### src/rtl/sram_pkg.sv
// rtl/sram_pkg.sv - shared types, SPI SRAM commands and transfer-size helper
package sram_pkg;

  localparam logic [7:0] CMD_READ  = 8'h03;
  localparam logic [7:0] CMD_WRITE = 8'h02;

  typedef enum logic [1:0] {
    SZ_BYTE = 2'd0,
    SZ_HALF = 2'd1,
    SZ_WORD = 2'd2
  } size_e;

  typedef enum logic [1:0] {
    IDLE  = 2'd0,
    SHIFT = 2'd1,
    DONE  = 2'd2,
    GAP   = 2'd3
  } state_e;

  function automatic logic [2:0] nbytes(input size_e size);
    case (size)
      SZ_BYTE: return 3'd1;
      SZ_HALF: return 3'd2;
      default: return 3'd4;
    endcase
  endfunction

endpackage

### src/rtl/sram_spi_arbiter_if.sv
// rtl/sram_spi_arbiter_if.sv - fetch and data requester bus into the SRAM arbiter
interface sram_spi_arbiter_if #(
  parameter int ADDR_W = 24
);
  logic              if_req;
  logic [ADDR_W-1:0] if_addr;
  logic              if_ready;
  logic              d_req;
  logic              d_we;
  logic [1:0]        d_size;
  logic [ADDR_W-1:0] d_addr;
  logic [31:0]       d_wdata;
  logic              d_ready;
  logic [31:0]       rdata;

  modport master (
    output if_req, if_addr, d_req, d_we, d_size, d_addr, d_wdata,
    input  if_ready, d_ready, rdata
  );

  modport slave (
    input  if_req, if_addr, d_req, d_we, d_size, d_addr, d_wdata,
    output if_ready, d_ready, rdata
  );
endinterface

### src/rtl/sram_spi_phy.sv
// rtl/sram_spi_phy.sv - SPI mode-0 shifter: sclk divider, tx/rx shift registers, bit counter
module sram_spi_phy #(
  parameter int CLK_DIV = 1
) (
  input  logic        clk,
  input  logic        reset,
  input  logic        start,
  input  logic [63:0] tx_bits,
  input  logic [6:0]  nbits,
  output logic        busy,
  output logic        done,
  output logic [31:0] rx,
  output logic        ce,
  output logic        sclk,
  output logic        si,
  input  logic        so
);

  localparam int DIV_W = (CLK_DIV > 1) ? $clog2(CLK_DIV) : 1;

  logic [DIV_W-1:0] div_cnt;
  logic [63:0]      shreg;
  logic [6:0]       bits_left;
  logic             phase_end;

  assign phase_end = (div_cnt == DIV_W'(CLK_DIV - 1));

  always_ff @(posedge clk) begin
    if (reset) begin
      busy      <= 1'b0;
      done      <= 1'b0;
      rx        <= 32'h0;
      ce        <= 1'b1;
      sclk      <= 1'b0;
      si        <= 1'b0;
      shreg     <= 64'h0;
      bits_left <= 7'd0;
      div_cnt   <= '0;
    end else begin
      done <= 1'b0;
      if (!busy) begin
        if (start) begin
          busy      <= 1'b1;
          ce        <= 1'b0;
          sclk      <= 1'b0;
          si        <= tx_bits[63];
          shreg     <= {tx_bits[62:0], 1'b0};
          bits_left <= nbits - 7'd1;
          div_cnt   <= '0;
        end
      end else if (phase_end) begin
        div_cnt <= '0;
        if (!sclk) begin
          // rising edge: the SRAM has held so stable since the previous falling edge
          sclk <= 1'b1;
          rx   <= {rx[30:0], so};
        end else begin
          sclk <= 1'b0;
          if (bits_left == 7'd0) begin
            busy <= 1'b0;
            done <= 1'b1;
            ce   <= 1'b1;
            si   <= 1'b0;
          end else begin
            si        <= shreg[63];
            shreg     <= {shreg[62:0], 1'b0};
            bits_left <= bits_left - 7'd1;
          end
        end
      end else begin
        div_cnt <= div_cnt + 1'b1;
      end
    end
  end

endmodule

### src/rtl/sram_spi_arbiter.sv
// rtl/sram_spi_arbiter.sv - round-robin arbiter sharing one SPI SRAM between fetch and data ports
module sram_spi_arbiter
  import sram_pkg::*;
#(
  parameter int CLK_DIV = 1,
  parameter int ADDR_W  = 24
) (
  input  logic               clk,
  input  logic               reset,
  sram_spi_arbiter_if.slave  bus,
  output logic               sram_ce,
  output logic               sclk,
  output logic               si,
  input  logic               so
);

  state_e            state, next_state;
  logic              last_port;
  logic              cur_port;
  logic              cur_we;
  logic [2:0]        cur_nbytes;
  logic              if_ready_q, d_ready_q;
  logic [31:0]       rdata_q;

  logic              any_req, grant_port, grant_we;
  size_e             d_sz;
  logic [2:0]        grant_nbytes;
  logic [ADDR_W-1:0] grant_addr;
  logic [31:0]       wdata_wire;
  logic [63:0]       tx_bits;
  logic [6:0]        nbits;
  logic              phy_start, phy_busy, phy_done;
  logic [31:0]       phy_rx;

  // on a tie, serve the port that was not served last
  assign any_req      = bus.if_req || bus.d_req;
  assign grant_port   = bus.d_req && (!bus.if_req || !last_port);
  assign grant_we     = grant_port && bus.d_we;
  assign d_sz         = (bus.d_size == 2'd3) ? SZ_WORD : size_e'(bus.d_size);
  assign grant_nbytes = grant_port ? nbytes(d_sz) : 3'd4;
  assign grant_addr   = grant_port ? bus.d_addr : bus.if_addr;
  assign wdata_wire   = {bus.d_wdata[7:0], bus.d_wdata[15:8], bus.d_wdata[23:16], bus.d_wdata[31:24]};
  assign tx_bits      = {grant_we ? CMD_WRITE : CMD_READ, 24'(grant_addr), grant_we ? wdata_wire : 32'h0};
  assign nbits        = 7'd32 + {1'b0, grant_nbytes, 3'b000};

  // rx holds the last 32 bits received, first data byte highest; repack little-endian
  function automatic logic [31:0] pack_rx(input logic [31:0] r, input logic [2:0] n);
    case (n)
      3'd1:    return {24'h0, r[7:0]};
      3'd2:    return {16'h0, r[7:0], r[15:8]};
      default: return {r[7:0], r[15:8], r[23:16], r[31:24]};
    endcase
  endfunction

  sram_spi_phy #(.CLK_DIV(CLK_DIV)) u_phy (
    .clk     (clk),
    .reset   (reset),
    .start   (phy_start),
    .tx_bits (tx_bits),
    .nbits   (nbits),
    .busy    (phy_busy),
    .done    (phy_done),
    .rx      (phy_rx),
    .ce      (sram_ce),
    .sclk    (sclk),
    .si      (si),
    .so      (so)
  );

  always_comb begin
    next_state = state;
    phy_start  = 1'b0;
    case (state)
      IDLE: begin
        if (any_req && !phy_busy) begin
          phy_start  = 1'b1;
          next_state = SHIFT;
        end
      end
      SHIFT:   if (phy_done) next_state = DONE;
      DONE:    next_state = GAP;
      GAP:     next_state = IDLE;
      default: next_state = IDLE;
    endcase
  end

  always_ff @(posedge clk) begin
    if (reset) begin
      state      <= IDLE;
      last_port  <= 1'b1;
      cur_port   <= 1'b0;
      cur_we     <= 1'b0;
      cur_nbytes <= 3'd4;
      if_ready_q <= 1'b0;
      d_ready_q  <= 1'b0;
      rdata_q    <= 32'h0;
    end else begin
      state      <= next_state;
      if_ready_q <= 1'b0;
      d_ready_q  <= 1'b0;
      if (phy_start) begin
        cur_port   <= grant_port;
        last_port  <= grant_port;
        cur_we     <= grant_we;
        cur_nbytes <= grant_nbytes;
      end
      if (state == SHIFT && phy_done) begin
        if_ready_q <= !cur_port;
        d_ready_q  <= cur_port;
        rdata_q    <= cur_we ? 32'h0 : pack_rx(phy_rx, cur_nbytes);
      end
    end
  end

  assign bus.if_ready = if_ready_q;
  assign bus.d_ready  = d_ready_q;
  assign bus.rdata    = rdata_q;

endmodule

### src/flat_wrapper.sv
// flat-port wrapper written by rule: the top's interface ports become plain ports
module sram_spi_arbiter_flat import sram_pkg::*;
#(
  parameter int CLK_DIV = 1,
  parameter int ADDR_W  = 24
)
  (clk, reset, sram_ce, sclk, si, so, bus_if_req, bus_if_addr, bus_d_req, bus_d_we, bus_d_size, bus_d_addr, bus_d_wdata, bus_if_ready, bus_d_ready, bus_rdata);
  sram_spi_arbiter_if #(.ADDR_W(ADDR_W)) bus_i ();
  input  logic clk;
  input  logic reset;
  output logic sram_ce;
  output logic sclk;
  output logic si;
  input  logic so;
  input wire logic [$bits(bus_i.if_req)-1:0] bus_if_req;
  input wire logic [$bits(bus_i.if_addr)-1:0] bus_if_addr;
  input wire logic [$bits(bus_i.d_req)-1:0] bus_d_req;
  input wire logic [$bits(bus_i.d_we)-1:0] bus_d_we;
  input wire logic [$bits(bus_i.d_size)-1:0] bus_d_size;
  input wire logic [$bits(bus_i.d_addr)-1:0] bus_d_addr;
  input wire logic [$bits(bus_i.d_wdata)-1:0] bus_d_wdata;
  output wire logic [$bits(bus_i.if_ready)-1:0] bus_if_ready;
  output wire logic [$bits(bus_i.d_ready)-1:0] bus_d_ready;
  output wire logic [$bits(bus_i.rdata)-1:0] bus_rdata;
  assign bus_i.if_req = bus_if_req;
  assign bus_i.if_addr = bus_if_addr;
  assign bus_i.d_req = bus_d_req;
  assign bus_i.d_we = bus_d_we;
  assign bus_i.d_size = bus_d_size;
  assign bus_i.d_addr = bus_d_addr;
  assign bus_i.d_wdata = bus_d_wdata;
  assign bus_if_ready = bus_i.if_ready;
  assign bus_d_ready = bus_i.d_ready;
  assign bus_rdata = bus_i.rdata;
  sram_spi_arbiter #(.CLK_DIV(CLK_DIV), .ADDR_W(ADDR_W)) u_core (.clk(clk), .reset(reset), .bus(bus_i), .sram_ce(sram_ce), .sclk(sclk), .si(si), .so(so));
endmodule
### config.mk
export PLATFORM = sky130hd
export DESIGN_NAME = sram_spi_arbiter_flat
export DESIGN_NICKNAME = d
export VERILOG_FILES = /design/src/rtl/sram_pkg.sv /design/src/rtl/sram_spi_arbiter_if.sv /design/src/rtl/sram_spi_phy.sv /design/src/rtl/sram_spi_arbiter.sv /design/src/flat_wrapper.sv
export SDC_FILE = /design/constraint.sdc
export NUM_CORES = 1
export LEC_CHECK = 0
export ABC_AREA = 1
export CELL_PAD_IN_SITES_DETAIL_PLACEMENT = 2
export CELL_PAD_IN_SITES_GLOBAL_PLACEMENT = 2
export CORE_MARGIN = 2
export CORE_UTILIZATION = 28
export DETAILED_ROUTE_END_ITERATION = 10
export PLACE_DENSITY = 0.86
export SYNTH_ARGS = -nofsm -noshare
export SYNTH_HDL_FRONTEND = slang
export SYNTH_HIERARCHICAL = 1
export SYNTH_SLANG_ARGS = --single-unit
### constraint.sdc
create_clock -name clk -period 1.85 [get_ports clk]
set_clock_uncertainty 0.1 [all_clocks]
set_input_delay 0.37 -clock clk [delete_from_list [all_inputs] [get_ports clk]]
set_output_delay 0.37 -clock clk [all_outputs]
set_load 0.01 [all_outputs]
# Word level (Yosys, flattened, before mapping)
# Cells that the tools add are included.
[word_totals]
register_bits = 151
latch_bits = 0
mem_bits_rw = 0
mem_bits_ro = 0
input_bits = 88
output_inout_bits = 37
wordCells = 104
n_memories = 0
[op_classes]
addsub = 4
n_mul = 0
div_mod_pow = 0
magnitude_cmp = 0
eq_ne = 13
n_shift = 0
n_mux = 44
bitwise_logic = 4
reduce_logical = 22
[op_table]
columns = ["operator", "count"]
rows = [
  ["$mux W64", 5],
  ["$mux W32", 2],
  ["$pmux W32 S2", 1],
  ["$mux W7", 5],
  ["$mux W1", 24],
  ["$mux W24", 1],
  ["$sub A7 B1 Y7 const B", 2],
  ["$pmux W2 S4", 1],
  ["$reduce_and A4 Y1", 2],
  ["$add A6 B6 Y7 const A", 1],
  ["$logic_not A7 Y1", 1],
  ["$eq A2 B2 Y1 const B", 3],
  ["$mux W2", 3],
  ["$ne A2 B1 Y1 const B", 3],
  ["$ne A2 B2 Y1 const B", 3],
  ["$pmux W3 S2", 1],
  ["$reduce_and A3 Y1", 2],
  ["$eq A2 B1 Y1 const B", 2],
  ["$logic_and A1 B1 Y1", 4],
  ["$logic_not A1 Y1", 4],
  ["$logic_not A2 Y1", 2],
  ["$not A1 Y1", 4],
  ["$reduce_and A2 Y1", 2],
  ["$reduce_or A4 Y1", 1],
  ["7 further kinds", 8],
]

# Logic depth before layout (Yosys ltp)
[logic_depth]
depth_word = 9
depth_mapped = 14
depth_no_buf = 14

# Cells and area by module
# The synthesis kept the hierarchy.
[by_module_without_submodules]
columns = ["mod", "instances", "cells_each", "area_each_um2", "seq_area_each_um2"]
rows = [
  ["sram_spi_phy", 1, 741, 4827.1, 2142.1],
  ["sram_spi_arbiter", 1, 422, 2601.2, 840.8],
]

# Least setup slack after synthesis
# No wires, ideal clock.
[synth_timing]
path_type = "register to register"
start = "register u_core.state[0]"
end = "register u_core.u_phy.shreg[45]"
t_arrival_ns = 1.478
setup_slack_ns = 0.159
stages_incl_launch_ff = 12
period_less_slack_ns = 1.691
path_cell_list = "dfxtp_1 inv_1 ha_1 nand2_1 inv_1 nand2_2 nand2_1 nand2_2 buf_6 buf_6 o21ai_1 nor2_1"
[synth_via]
elab_chain_cells = 4
[synth_rtl]
columns = ["item", "line_no", "text"]
rows = [
  ["from (decl)", "sram_spi_arbiter.sv:17", "state_e state, next_state;"],
  ["from (signal assigned)", "sram_spi_arbiter.sv:98", "state <= next_state;"],
  ["$logic_not A2 Y1", "sram_spi_arbiter.sv:73", "case (state)"],
  ["$mux W1", "sram_spi_arbiter.sv:73", ""],
  ["via u_core.phy_start", "sram_spi_arbiter.sv:32", "logic phy_start, phy_busy, phy_done;"],
  ["$reduce_bool A2 Y1 (no line)", "n/a", ""],
  ["$reduce_and A4 Y1 (no line)", "n/a", ""],
  ["to (signal assigned)", "sram_spi_phy.sv:47", "shreg <= {tx_bits[62:0], 1'b0};"],
  ["to (signal assigned)", "sram_spi_phy.sv:66", "shreg <= {shreg[62:0], 1'b0};"],
  ["to (decl)", "sram_spi_phy.sv:22", "logic [63:0] shreg;"],
]
# The timed path passes the listed nets, and every way through them passes these cells.
# A chain may end at the register's enable or synchronous reset.

# Worst setup path in the final report
[layout_timing]
start = "input bus_d_req"
end = "register u_core.u_phy.bits_left[4]"
[layout_via]
elab_chain_cells = 6
elab_cells_between_ends = 12
[layout_rtl]
columns = ["item", "line_no", "text"]
rows = [
  ["from (decl)", "flat_wrapper.sv:17", "input wire logic [$bits(bus_i.d_req)-1:0] bus_d_req;"],
  ["$logic_and A1 B1 Y1", "sram_spi_arbiter.sv:37", "assign grant_port = bus.d_req && (!bus.if_req || !last_port);"],
  ["$mux W3", "sram_spi_arbiter.sv:40", "assign grant_nbytes = grant_port ? nbytes(d_sz) : 3'd4;"],
  ["via u_core.grant_nbytes[1]", "sram_spi_arbiter.sv:27", "logic [2:0] grant_nbytes;"],
  ["$add A6 B6 Y7", "sram_spi_arbiter.sv:44", "assign nbits = 7'd32 + {1'b0, grant_nbytes, 3'b000};"],
  ["$sub A7 B1 Y7", "sram_spi_phy.sv:48", "bits_left <= nbits - 7'd1;"],
  ["$mux W7", "sram_spi_phy.sv:42", "if (start) begin"],
  ["$mux W7", "sram_spi_phy.sv:41", "if (!busy) begin"],
  ["to (signal assigned)", "sram_spi_phy.sv:48", ""],
  ["to (signal assigned)", "sram_spi_phy.sv:67", "bits_left <= bits_left - 7'd1;"],
  ["to (decl)", "sram_spi_phy.sv:23", "logic [6:0] bits_left;"],
]
# The timed path passes the listed nets, and every way through them passes these cells. The select of a mux whose other input is x is not followed.

==> key figures <==
Floorplanning
  – Core area: 26,100 um2
  – Initial core utilization: 28.5%
  – Rows: 59
  – I/O pin cnt: 125
  – Die ar.: 27,800 um2
  – Die Wd: 167 um
  – Chip Height: 167 um

STA
  – Total negative slack: 0 ps
  – Max Freq: 0.544 GHz
  – Fin. max-slew vios: 0
  – Worst Setup Slack, final: 12.8 ps
  – Period minus WS final: 1840 ps
  – Final Hold Viols: 0
  – Period utilization: 99.3%
  – Unrepaired setup endpoints after global routing: yes
  – Number of setup violations in the final report: 0

Clock network
  – Worst skew pair latency: 440 ps
  – Max clock buf depth: 2
  – CTS tree: done
  – CTS sink cnt: 149
  – Clk slew on worst S/H paths: 60 ps
  – CTS H-Tree Depth: 4
  – CTS root buf: clkbuf_16
  – Num CTS Buffers: 17

Final layout
  – Post-route insts no fill: 1,644
  – # diodes: 0
  – FILL cells: 3,096
  – Layout cells sized above 1: 10.0%
  – Layout net count: 1,389
  – Final Instance Area: 9980 um2
  – Area Growth Syn to Fin: 34.3%

Routing
  – # DRC: 0
  – Via count: 7,950
  – First drt pass iteration count: 4
  – WL/cell: 17.0 um
  – Initial drt markers: 332
  – Post-DRT Antenna Nets: 0
  – Drt via density: 4.84
  – Wirelength, routed: 28,000 um

Pwr
  – Internal: 0.00871 W
  – Cell leakage power: 4.68 nW
  – Psw: 0.00629 W
  – Sequential Power Share: 34.4%
  – Gate power share: 41.3%
  – Sw frac: 41.9%
  – Clk pwr share: 24.3%
  – VDD IR-drop max: 0.000776 V
  – Total power: 0.0150 W
  – Pwr per Cell Area: 1500 nW/um2

Yosys
  – Top cells by area, synth: dfxtp_1 40%, nand2_1 19%, nor2_1 13%
  – Yosys top cell area share: 40.2%
  – Synth Warn #: 6
  – Register bit total from synthesis: 149
  – Mapped Avg Cell Area: 6.39 um2
  – Mapped Cells: 1,163
  – Post-Syn Area: 7430 um2
  – Synth cell types: 29
  – Register area share after synthesis: 40.2%
  – Post-synth top area cell: dfxtp_1

Place
  – Inst Count DP: 1,609
  – Gpl congestion: 0.807
  – Dpl cell area: 9200 um2
  – Post-Place Setup Slack: -494 ps
  – Port bufs: 124
  – Hpwl dp: 17,900 um

Critical path
  – CP Capture Type: flip-flop
  – Critical Path Source Type: input port
  – Data arrival, critical path: 2070 ps
  – Critical path type: in -> reg
  – CP Max Fanout: 5
  – Worst EP required: 2080 ps

GRT
  – Number of antenna violations at the first check in global routing: 1
  – GRT Total Usage: 19.8%
  – Grt ovf: 0
  – Largest net degree at the start of global routing: 44
  – First-pass GRT wire length: 44,200 um
  – Vias in the first global route: 8,735

Flow run
  – Maxcap violations: 0

Hold path
  – Worst Hold Class: reg -> reg

Outcome
  – Status: complete, no violations
## stage by stage
stage               util, %  hold slack [ps]
finish                 38.3              369
global placement       35.3              354
global route           38.3              388
CTS                    37.8              374
floorplan                 -              317
detailed placement     35.3              362
## final cells by class
| type | instances | area, um2 | share of cell area, % |
|---|---|---|---|
| multi-input combinational | 867 | 3840 | 38.5 |
| sequential | 149 | 2990 | 30.0 |
| timing repair buffer | 172 | 1790 | 17.9 |
| clock buffer | 20 | 457 | 4.58 |
| tap | 335 | 419 | 4.20 |
| inverter | 90 | 338 | 3.39 |
| clock inverter | 11 | 149 | 1.49 |
## power by group through the flow
stage                     registers, W  logic [W]  clock network [W]
after global routing           0.00528    0.00690            0.00387
after floorplan                0.00485    0.00382                  0
after detailed placement       0.00514    0.00551                  0
after global placement         0.00507    0.00518                  0
final                          0.00516    0.00619            0.00365
after CTS                      0.00514    0.00589            0.00375
## Yosys cell counts (all sizes together)
master  number
a22oi        8
a21boi       8
nand4       24
nor2       259
a21oi       28
ha           4
dfxtp      149
nor3b        1
nand3       23
inv         90
a31oi        1
nand2      381
clkbuf      17
o21ai      113
nor3         4
buf         50
conb         2
nand3b       1
## registers in the layout, summed over array words and instances, names as in the netlist, 2 cells and up
name,count
u_core/bus.rdata,32
u_core/cur_nbytes,3
u_core/state,2
u_core/u_phy/bits_left,7
u_core/u_phy/rx,32
u_core/u_phy/shreg,63
## cell families after synthesis
| family | count (synthesis) | synth area share (%) |
|---|---|---|
| buf+inv | 157 | 10.0 |
| simple gates | 693 | 37.8 |
| compound gates | 158 | 11.2 |
| flops | 149 | 40.2 |
| fa+ha+maj | 4 | 0.674 |
| other cells | 2 | 0.101 |
## final timing paths
kind | from | end | slack (ps) | cells after the start
worst min register to register | u_core/bus.rdata[18] | u_core/bus.rdata[18] | 370 | 2
worst min-delay path | u_core/bus.rdata[18] | u_core/bus.rdata[18] | 370 | 2
worst max register to register | u_core/u_phy/bits_left[1] | u_core/u_phy/shreg[55] | 40 | 9
worst max-delay path | bus_d_req | u_core/u_phy/bits_left[4] | 10 | 13
## worst max-delay path: stages
cell             delay, ps
clkdlybuf4s50_1        500
nand2_2                 80
nor2_1                 100
buf_4                  160
nand2_2                 70
inv_1                   80
inv_2                   40
nand2_1                110
nand2_2                110
nand2_2                120
nor2_4                  50
nor3_1                 210
nor2_1                  70
## timing repair
action | 4_1_cts | 5_1_grt
hold buffers | 0 | 0
pin swaps | 1 | 6
setup endpoints to repair | 19 | 71
endpoints found under the hold margin | 0 | 0
gates cloned | 1 | 1
resized for setup | 21 | 59
setup buffers | 0 | 2
## routing by layer
| layer | part of all wire [%] | GRT usage [%] | vias up |
|---|---|---|---|
| li1 | - | - | 3867 |
| met2 | 54 | 37.2 | 164 |
| met3 | 3.3 | 3.99 | 54 |
| met4 | 2.8 | 7.87 | 2 |
| met5 | 0.043 | 0 | - |
| met1 | 40 | 21.5 | 3863 |
## layout by cell type, fill, tap and decap left out, types with 4 or more instances in the layout
cell,instances
a21boi_0,8
a21oi_1,28
a22oi_1,8
buf_12,12
buf_4,34
clkbuf_16,18
clkdlybuf4s50_1,113
conb_1,12
dfxtp_1,146
dlygate4sd2_1,8
inv_1,75
inv_2,15
nand2_1,368
nand2_2,9
nand3_1,18
nand4_1,24
nor2_1,250
nor2_2,4
o21ai_0,67
o21ai_1,41
o21ai_2,5
Power figures use the tool's default switching activity.
